==> config.mk <==
export PLATFORM = sky130hd
export DESIGN_NAME = mux4_rr_arbiter
export DESIGN_NICKNAME = d
export VERILOG_FILES = /design/src/rtl/arb_pkg.sv /design/src/rtl/multiplexer4x1.sv /design/src/rtl/mux4_rr_arbiter.sv
export SDC_FILE = /design/constraint.sdc
export NUM_CORES = 1
export LEC_CHECK = 0
export CORE_UTILIZATION = 35
export DETAILED_ROUTE_END_ITERATION = 6
export MAX_ROUTING_LAYER = met4
export PLACE_DENSITY = 0.72
export SLEW_MARGIN = 20
export SYNTH_ARGS = -nofsm -noshare
export SYNTH_HDL_FRONTEND = slang
export SYNTH_HIERARCHICAL = 1
export SYNTH_SLANG_ARGS = --single-unit
==> constraint.sdc <==
create_clock -name clk -period 1.65 [get_ports clk]
set_input_delay 0.2475 -clock clk [delete_from_list [all_inputs] [get_ports clk]]
set_output_delay 0.2475 -clock clk [all_outputs]
set_load 0.005 [all_outputs]
==> src/rtl/arb_pkg.sv <==
// Shared arbitration constants for the 4-way round-robin arbiter:
// requester count, select width, FSM state codes and a one-hot helper.
package arb_pkg;

    localparam int NREQ  = 4;
    localparam int SEL_W = 2;

    // FSM state codes, kept as plain constants so older blocks can reuse them.
    localparam logic [0:0] ST_IDLE  = 1'b0;
    localparam logic [0:0] ST_GRANT = 1'b1;

    // One-hot vector with only bit idx set.
    function automatic logic [NREQ-1:0] onehot(input logic [SEL_W-1:0] idx);
        onehot      = '0;
        onehot[idx] = 1'b1;
    endfunction

endpackage

==> src/rtl/multiplexer4x1.sv <==
// Gate-level 4:1 multiplexer: y = w[sel], built from primitive gates only.
module multiplexer4x1 (
    input  logic [3:0] w,
    input  logic [1:0] sel,
    output logic       y
);

    logic       s0_n;
    logic       s1_n;
    logic [3:0] term;

    not u_inv0 (s0_n, sel[0]);
    not u_inv1 (s1_n, sel[1]);

    and u_and0 (term[0], w[0], s1_n,   s0_n);
    and u_and1 (term[1], w[1], s1_n,   sel[0]);
    and u_and2 (term[2], w[2], sel[1], s0_n);
    and u_and3 (term[3], w[3], sel[1], sel[0]);

    or  u_or   (y, term[0], term[1], term[2], term[3]);

endmodule

==> src/rtl/mux4_rr_arbiter.sv <==
// Four-requester round-robin arbiter in front of a 4:1 data mux.
// One grant at a time; every grant ends in IDLE for a bubble cycle so the
// served requester can drop its request before the next arbitration.
module mux4_rr_arbiter
    import arb_pkg::*;
#(
    parameter int CNT_W = 8
) (
    input  logic             clk,
    input  logic             rst,
    input  logic [NREQ-1:0]  req,
    input  logic [NREQ-1:0]  w,
    input  logic             out_ready,
    output logic             out_valid,
    output logic             y,
    output logic [SEL_W-1:0] sel,
    output logic [NREQ-1:0]  grant,
    output logic [NREQ-1:0]  done,
    output logic [CNT_W-1:0] xfer_count
);

    logic [0:0]       state_reg,  state_next;
    logic [SEL_W-1:0] ptr_reg,    ptr_next;
    logic [SEL_W-1:0] sel_reg,    sel_next;
    logic [NREQ-1:0]  grant_reg,  grant_next;
    logic [CNT_W-1:0] count_reg,  count_next;

    // Requests viewed in scan order: slot k holds requester (ptr + k) mod 4.
    logic [SEL_W-1:0] rot_idx [NREQ];
    logic [NREQ-1:0]  rot_req;
    logic [SEL_W-1:0] pick_idx;
    logic             pick_valid;

    generate
        for (genvar gi = 0; gi < NREQ; gi++) begin : g_rot
            assign rot_idx[gi] = ptr_reg + SEL_W'(gi);
            assign rot_req[gi] = req[rot_idx[gi]];
        end
    endgenerate

    // Round-robin pick: the lowest scan slot with a request wins.
    always_comb begin
        pick_valid = |req;
        pick_idx   = ptr_reg;
        for (int k = NREQ - 1; k >= 0; k--) begin
            if (rot_req[k]) begin
                pick_idx = rot_idx[k];
            end
        end
    end

    // Next-state logic for the IDLE/GRANT FSM and its datapath registers.
    always_comb begin
        state_next = state_reg;
        ptr_next   = ptr_reg;
        sel_next   = sel_reg;
        grant_next = grant_reg;
        count_next = count_reg;
        case (state_reg)
            ST_IDLE: begin
                if (pick_valid) begin
                    state_next = ST_GRANT;
                    sel_next   = pick_idx;
                    grant_next = onehot(pick_idx);
                end
            end
            ST_GRANT: begin
                // A ready downstream wins even if the request drops this cycle.
                if (out_ready) begin
                    state_next = ST_IDLE;
                    grant_next = '0;
                    ptr_next   = sel_reg + SEL_W'(1);
                    count_next = count_reg + CNT_W'(1);
                end else if (!req[sel_reg]) begin
                    // Requester gave up before the transfer: abandon silently.
                    state_next = ST_IDLE;
                    grant_next = '0;
                end
            end
            default: begin
                state_next = ST_IDLE;
                grant_next = '0;
            end
        endcase
    end

    // State and datapath registers with synchronous reset.
    always_ff @(posedge clk) begin
        if (rst) begin
            state_reg <= ST_IDLE;
            ptr_reg   <= '0;
            sel_reg   <= '0;
            grant_reg <= '0;
            count_reg <= '0;
        end else begin
            state_reg <= state_next;
            ptr_reg   <= ptr_next;
            sel_reg   <= sel_next;
            grant_reg <= grant_next;
            count_reg <= count_next;
        end
    end

    // A reset cycle never reports a completed transfer.
    assign done       = (state_reg == ST_GRANT && !rst) ? (grant_reg & {NREQ{out_ready}}) : '0;
    assign out_valid  = (state_reg == ST_GRANT);
    assign sel        = sel_reg;
    assign grant      = grant_reg;
    assign xfer_count = count_reg;

    multiplexer4x1 u_mux (
        .w   (w),
        .sel (sel_reg),
        .y   (y)
    );

endmodule

==> After elaboration in Yosys (flattened, before gate mapping) <==
Index checks and enable logic that the tools add are counted.
{ "word_totals": {"reg_bits": 17, "latch_bits": 0, "ramBits": 0, "rom_bits": 0, "output_inout_bits": 20, "memories": 0} }
{ "classes": {"addsub": 5, "mul": 0, "div_mod_pow": 0, "n_lt_le_gt_ge": 7, "eq_ne": 2, "n_shift": 0, "muxes": 25, "n_bitwise": 4, "n_reduce_logical": 12} }
{ "op_table": {"columns": ["op", "count"], "rows": [
  ["2-bit by 3-bit < comparator with 1-bit output (second input constant)", 6],
  ["4-bit two-way mux", 4],
  ["3-bit AND reduction", 4],
  ["1-bit binary-select mux with 2-bit select", 5],
  ["1-bit two-way mux", 9],
  ["8-bit by 1-bit adder with 8-bit output (second input constant)", 1],
  ["2-bit two-way mux", 4],
  ["4-bit one-hot mux with 2 select lines", 1],
  ["4-bit OR reduction", 2],
  ["2-bit AND reduction", 3],
  ["2-bit by 1-bit adder with 2-bit output (second input constant)", 2],
  ["2-bit adder (second input constant)", 2],
  ["4-bit bitwise AND", 1],
  ["3-bit inequality test (second input constant)", 1],
  ["1-bit NOT", 3],
  ["1-bit demux with 2-bit select", 1],
  ["2-bit by 1-bit >= comparator with 1-bit output (second input constant)", 1],
  ["1-bit logical AND", 2],
  ["2-bit inequality test (second input constant)", 1],
  ["1-bit one-hot mux with 2 select lines", 1],
  ["1-bit zero test", 1]
]} }

==> Depth between registers and ports, before layout <==
{ "depth": {"depth_word": 13, "mapped_depth": 6, "depth_no_buf": 5} }

==> Cells and area by module <==
The synthesis kept the hierarchy.
{ "modules_own_cells": {"columns": ["mod", "n_inst", "cells_each", "area_each_um2"], "rows": [
  ["mux4_rr_arbiter", 1, 98, 835.8],
  ["multiplexer4x1", 1, 1, 22.5]
]} }

==> Least setup slack after synthesis <==
No wires, ideal clock.
{ "synth_path": {"path_type": "register to register", "start": "reg sel_reg[0], in the netlist sel[0]", "end": "reg grant_reg[3], in the netlist grant[3]", "setup_ps": 128, "t_arrival_ps": 1486, "path_slack_ps": 37, "stages_incl_launch_ff": 6, "n_path_buf": 0, "path_cell_list": "dfxtp_1 mux4_1 nand3b_1 o21ai_0 a22oi_1 nor2_1"} }
{ "synth_between": {"elab_chain_cells": 4} }
{ "synth_lines": {"columns": ["element", "line_no", "text"], "rows": [
  ["start: declaration", "mux4_rr_arbiter.sv:24", "logic [SEL_W-1:0] sel_reg, sel_next;"],
  ["start signal: assignment", "mux4_rr_arbiter.sv:98", "sel_reg <= sel_next;"],
  ["1-bit binary-select mux with 2-bit select", "mux4_rr_arbiter.sv:74", "end else if (!req[sel_reg]) begin"],
  ["1-bit two-way mux (implied by the code)", "mux4_rr_arbiter.sv:74", null],
  ["3-bit inequality test (no line)", null, null],
  ["2-bit AND reduction (no line)", null, null],
  ["end signal: assignment", "mux4_rr_arbiter.sv:99", "grant_reg <= grant_next;"],
  ["end: declaration", "mux4_rr_arbiter.sv:25", "logic [NREQ-1:0] grant_reg, grant_next;"]
]} }
No other way between the ends. The select of a mux whose other input is x is not followed.
A chain may end at the register's enable or synchronous reset.

==> Worst setup path after layout <==
{ "layout_path": {"start": "reg sel_reg[0], in the netlist sel[0]", "end": "out sel[0]"} }
{ "layout_rtl": {"columns": ["element", "line_no", "text"], "rows": [
  ["end: declaration", "mux4_rr_arbiter.sv:16", "output logic [SEL_W-1:0] sel,"]
]} }
No word-level cell between the ends.

==> results by stage <==
Outcome:
- The flow ran to the end, and the final reports show no timing, DRC or antenna violations.

Finish:
- The flip-flop count of the largest register, all copies and words added is 8.
- The area added between synthesis and finish is 54.4%.
- The final layout contains 156 nets.
- The total area of sequential cells is 345 um2.
- After routing the design area is 1330 um2.
- The area occupied by multi-input gates is 523 um2.
- The count of filler cells inserted in the layout is 228.
- Of the cells placed in the final design, the portion with a size suffix greater than 1 is 0.210.
- The final antenna diode count is 0.

Floorplanning:
- The row count is 17.
- The floorplan die height is 51.5 um.
- The total die area is 2650 um2.
- The total area inside the core boundary comes to 2250 um2.
- Pin placement for this block handled 31 I/O pins.
- Measured along the x axis, the die boundary spans 51.5 um.
- The initial utilization of the core area, before any placement, comes to 0.381.

Critical path:
- The setup path with the least slack is of type register to primary output.
- The count of cells along the worst register-to-register path is 6.
- The worst register-to-register path has a setup slack of 80 ps.
- The endpoint of the worst-slack reg-to-reg timing path is grant[3]$_SDFFE_PP0P_.
- The capturing element type of the critical path is a primary output.
- The largest fanout of any net on the critical path is 3.
- In this run the worst setup path begins at sel[0]$_SDFFE_PP0P_.
- The delay of the slowest cell on the worst path is 480 ps.
- STA puts the critical path data arrival time at 1340 ps.
- The cell that appears most often on the critical path is sky130_fd_sc_hd__buf_4.
- Walking the worst path, the cells encountered are buf_4 -> buf_4 -> clkdlybuf4s50_1.
- STA classifies the critical path startpoint as a register.
- The reg-to-reg critical path startpoint is sel[0]$_SDFFE_PP0P_.
- At the worst endpoint, the required time is 1400 ps.
- Among all stages on the critical path, the largest delay is contributed by sky130_fd_sc_hd__clkdlybuf4s50_1.

Placed design:
- The congestion estimate from routability-driven global placement came to 0.798.
- The post-detailed-placement cell area is 1260 um2.
- During placement, the flow inserted port buffers numbering 30.
- The half-perimeter wire length of the detailed placement result is 1560 um.
- Before CTS, the worst setup slack after placement is -367 ps.

Hold path:
- The worst hold path belongs to the class register to register.
- The number of instances on the worst hold path is 2.
- The hold path endpoint is grant[0]$_SDFFE_PP0P_.
- The worst hold path begins at grant[0]$_SDFFE_PP0P_.

Clock tree:
- The clock-pin slew on the worst setup and hold paths is 90 ps.
- The later-pin clock latency in the skew report is 280 ps.
- The number of H-tree levels is 1.
- The maximum buffer depth of the clock tree is 2.
- Clock tree synthesis selected as its root buffer the cell sky130_fd_sc_hd__clkbuf_4.
- In this run, CTS created clock tree buffers numbering 3.
- CTS saw 17 sinks.
- TritonCTS built the clock tree.

Power and ir drop:
- Summed over all cells, the static leakage comes to 0.528 nW.
- IR analysis of the VDD net gives a maximum drop of 0.332 mV.
- In this run the power density over the cells is 656 nW/um2.

Synth:
- During synthesis, Yosys emitted a total of 6 warnings.
- Among all flip-flop cells after synthesis, the most frequent one is sky130_fd_sc_hd__dfxtp_1.
- The share of the Yosys chip area taken by registers is 0.397.
- The average size of a mapped cell is 8.67 um2.
- In the synthesized netlist the async set-or-reset flop fraction comes to 0.
- The distinct cell type count of the synthesized netlist is 35.
- In this run, synthesis produced a sequential element count of 17.
- Counting every net in the synthesized netlist gives 111.
- In this run, synthesis inferred 0 flip-flops with an integrated enable.
- In this run the cell area of the synthesized design comes to 858 um2.
- After technology mapping, the gate count stands at 99.

Drt:
- For this run, design rule violations remaining after detail routing come to 0.
- In the routed layout, each cell is associated on average with a via count of 5.17.
- For this run, the detailed router's first-pass iteration total came to 4.
- For this block, the initial DRC count from the detailed router was 10.
- The routed layout has 884 vias.
- Dividing the detail-routed wire length by the instance count gives 12.2 um.
- For this block, the routed nets add up to 2080 um of wire.
- The number of antenna-violating nets in the routed design is 0.

Global routing:
- The pin count of the biggest net entering global routing is 18.
- The via count of the first global-routing pass is 844.
- The first global-routing pass estimated 3460 um of wire.
- The initial antenna violation count is 0.
- The total global-route track usage is 0.179.
- After global routing the overflow that remains totals 0.

STA:
- Static timing analysis puts the maximum clock frequency at 0.630 GHz.
- The number of max-slew violations in the final report is 0.
- On the final layout, the worst clock skew is 3.87 ps.
- The worst path in the final design needs a cycle of 1590 ps, including I/O delays and setup.
- The actual transition at the worst max-transition pin is 263 ps.
- The share of the clock period used by the worst path is 0.962.
- Setup violations remaining at the end of the flow were counted as 0.
- The worst hold margin is 479 ps.
- The remaining max-slew budget at the tightest pin is 0.823.
- Across all setup checks in the final design, the least slack found is 63.0 ps.
- The number of endpoints with negative hold slack in the final report is 0.

Job:
- The count of max-cap constraint violations is 0.
logic make-up after synthesis:
group                    Yosys count  synth area share
XOR/XNOR                           6            0.0612
AND/OR/NAND/NOR                   47             0.292
adder cells (fa/ha/maj)            1            0.0146
buffers and inverters              5            0.0233
flip-flops                        17             0.397
AO/OA/AOI/OAI                     21             0.156
multiplexers                       2            0.0569
timing repair:
| item | in CTS | in global routing |
|---|---|---|
| endpoints found under the setup margin | 9 | 5 |
| hold endpoints to repair | 0 | 0 |
| buffers inserted | 2 | 0 |
| hold buffers | 0 | 0 |
| gates resized for setup | 16 | 4 |
| pin swaps | 1 | 1 |
per-layer routing:
| layer | up-vias | share of wire | global-route usage |
|---|---|---|---|
| li1 | 436 | - | - |
| met1 | 410 | 0.42 | 0.197 |
| met2 | 31 | 0.50 | 0.318 |
| met3 | 7 | 0.053 | 0.0351 |
| met4 | 0 | 0.026 | 0.0676 |
| met5 | - | 0 | - |
power by group:
group	total (mW)	switching [mW]	leakage [nW]	internal, mW
Combinational	0.207	0.0875	0.374	0.119
Clock	0.215	0.121	0.0150	0.0937
Sequential	0.448	0.0185	0.139	0.430
Total	0.870	0.227	0.528	0.643
metrics by stage:
step                utilization  cells  power, mW  TNS [ps]
floorplan                     -     99      0.548         0
global placement          0.560    165      0.651     -2390
detailed placement        0.560    165      0.657     -3210
CTS                       0.580    171      0.873         0
global route              0.588    171      0.918     -8.26
finish                    0.588    171      0.870         0
cells in the mapped netlist (2+ instances only):
library cell | n | area (um2)
sky130_fd_sc_hd__dfxtp_1 | 17 | 340
sky130_fd_sc_hd__nor2_1 | 13 | 48.8
sky130_fd_sc_hd__nand2_1 | 11 | 41.3
sky130_fd_sc_hd__a21oi_1 | 10 | 50.1
sky130_fd_sc_hd__and2_1 | 5 | 31.3
sky130_fd_sc_hd__o21ai_0 | 5 | 25.0
sky130_fd_sc_hd__nand4_1 | 4 | 25.0
sky130_fd_sc_hd__xor2_1 | 4 | 35.0
sky130_fd_sc_hd__inv_1 | 2 | 7.51
sky130_fd_sc_hd__or3_1 | 2 | 12.5
sky130_fd_sc_hd__xnor2_1 | 2 | 17.5
cells in the final DEF, fill, tap and decap left out, types with 2 or more instances in the layout:
cell type	n
sky130_fd_sc_hd__or3_1	2
sky130_fd_sc_hd__clkdlybuf4s50_1	21
sky130_fd_sc_hd__and2_1	5
sky130_fd_sc_hd__nand2_1	10
sky130_fd_sc_hd__xor2_1	4
sky130_fd_sc_hd__inv_1	2
sky130_fd_sc_hd__dlygate4sd2_1	8
sky130_fd_sc_hd__dfxtp_1	15
sky130_fd_sc_hd__nor2_1	12
sky130_fd_sc_hd__nand4_1	4
sky130_fd_sc_hd__a21oi_1	10
sky130_fd_sc_hd__buf_4	13
sky130_fd_sc_hd__o21ai_0	4
sky130_fd_sc_hd__xnor2_1	2
sky130_fd_sc_hd__clkbuf_4	3
area by class of cell:
type | instances | share of cell area
clock buffers | 4 | 0.0198
flip-flops and latches | 17 | 0.261
inverters | 2 | 0.00567
repair buffers | 43 | 0.293
multi-input cells | 77 | 0.395
well taps | 28 | 0.0264
worst max path at each step:
stage                                 end  cells past startpoint
finish                             sel[0]                      3
floorplan           grant[3]$_SDFFE_PP0P_                      5
CTS                                     y                      2
detailed placement  grant[1]$_SDFFE_PP0P_                      7
global placement    grant[2]$_SDFFE_PP0P_                      6
global route        grant[3]$_SDFFE_PP0P_                      6
critical path, delay by kind of cell, from the launching register on:
kind / cells / cell delay, ps
buf+inv: 3 / 700
flops: 1 / 360
Note: power is estimated with default switching activity, not from simulation.
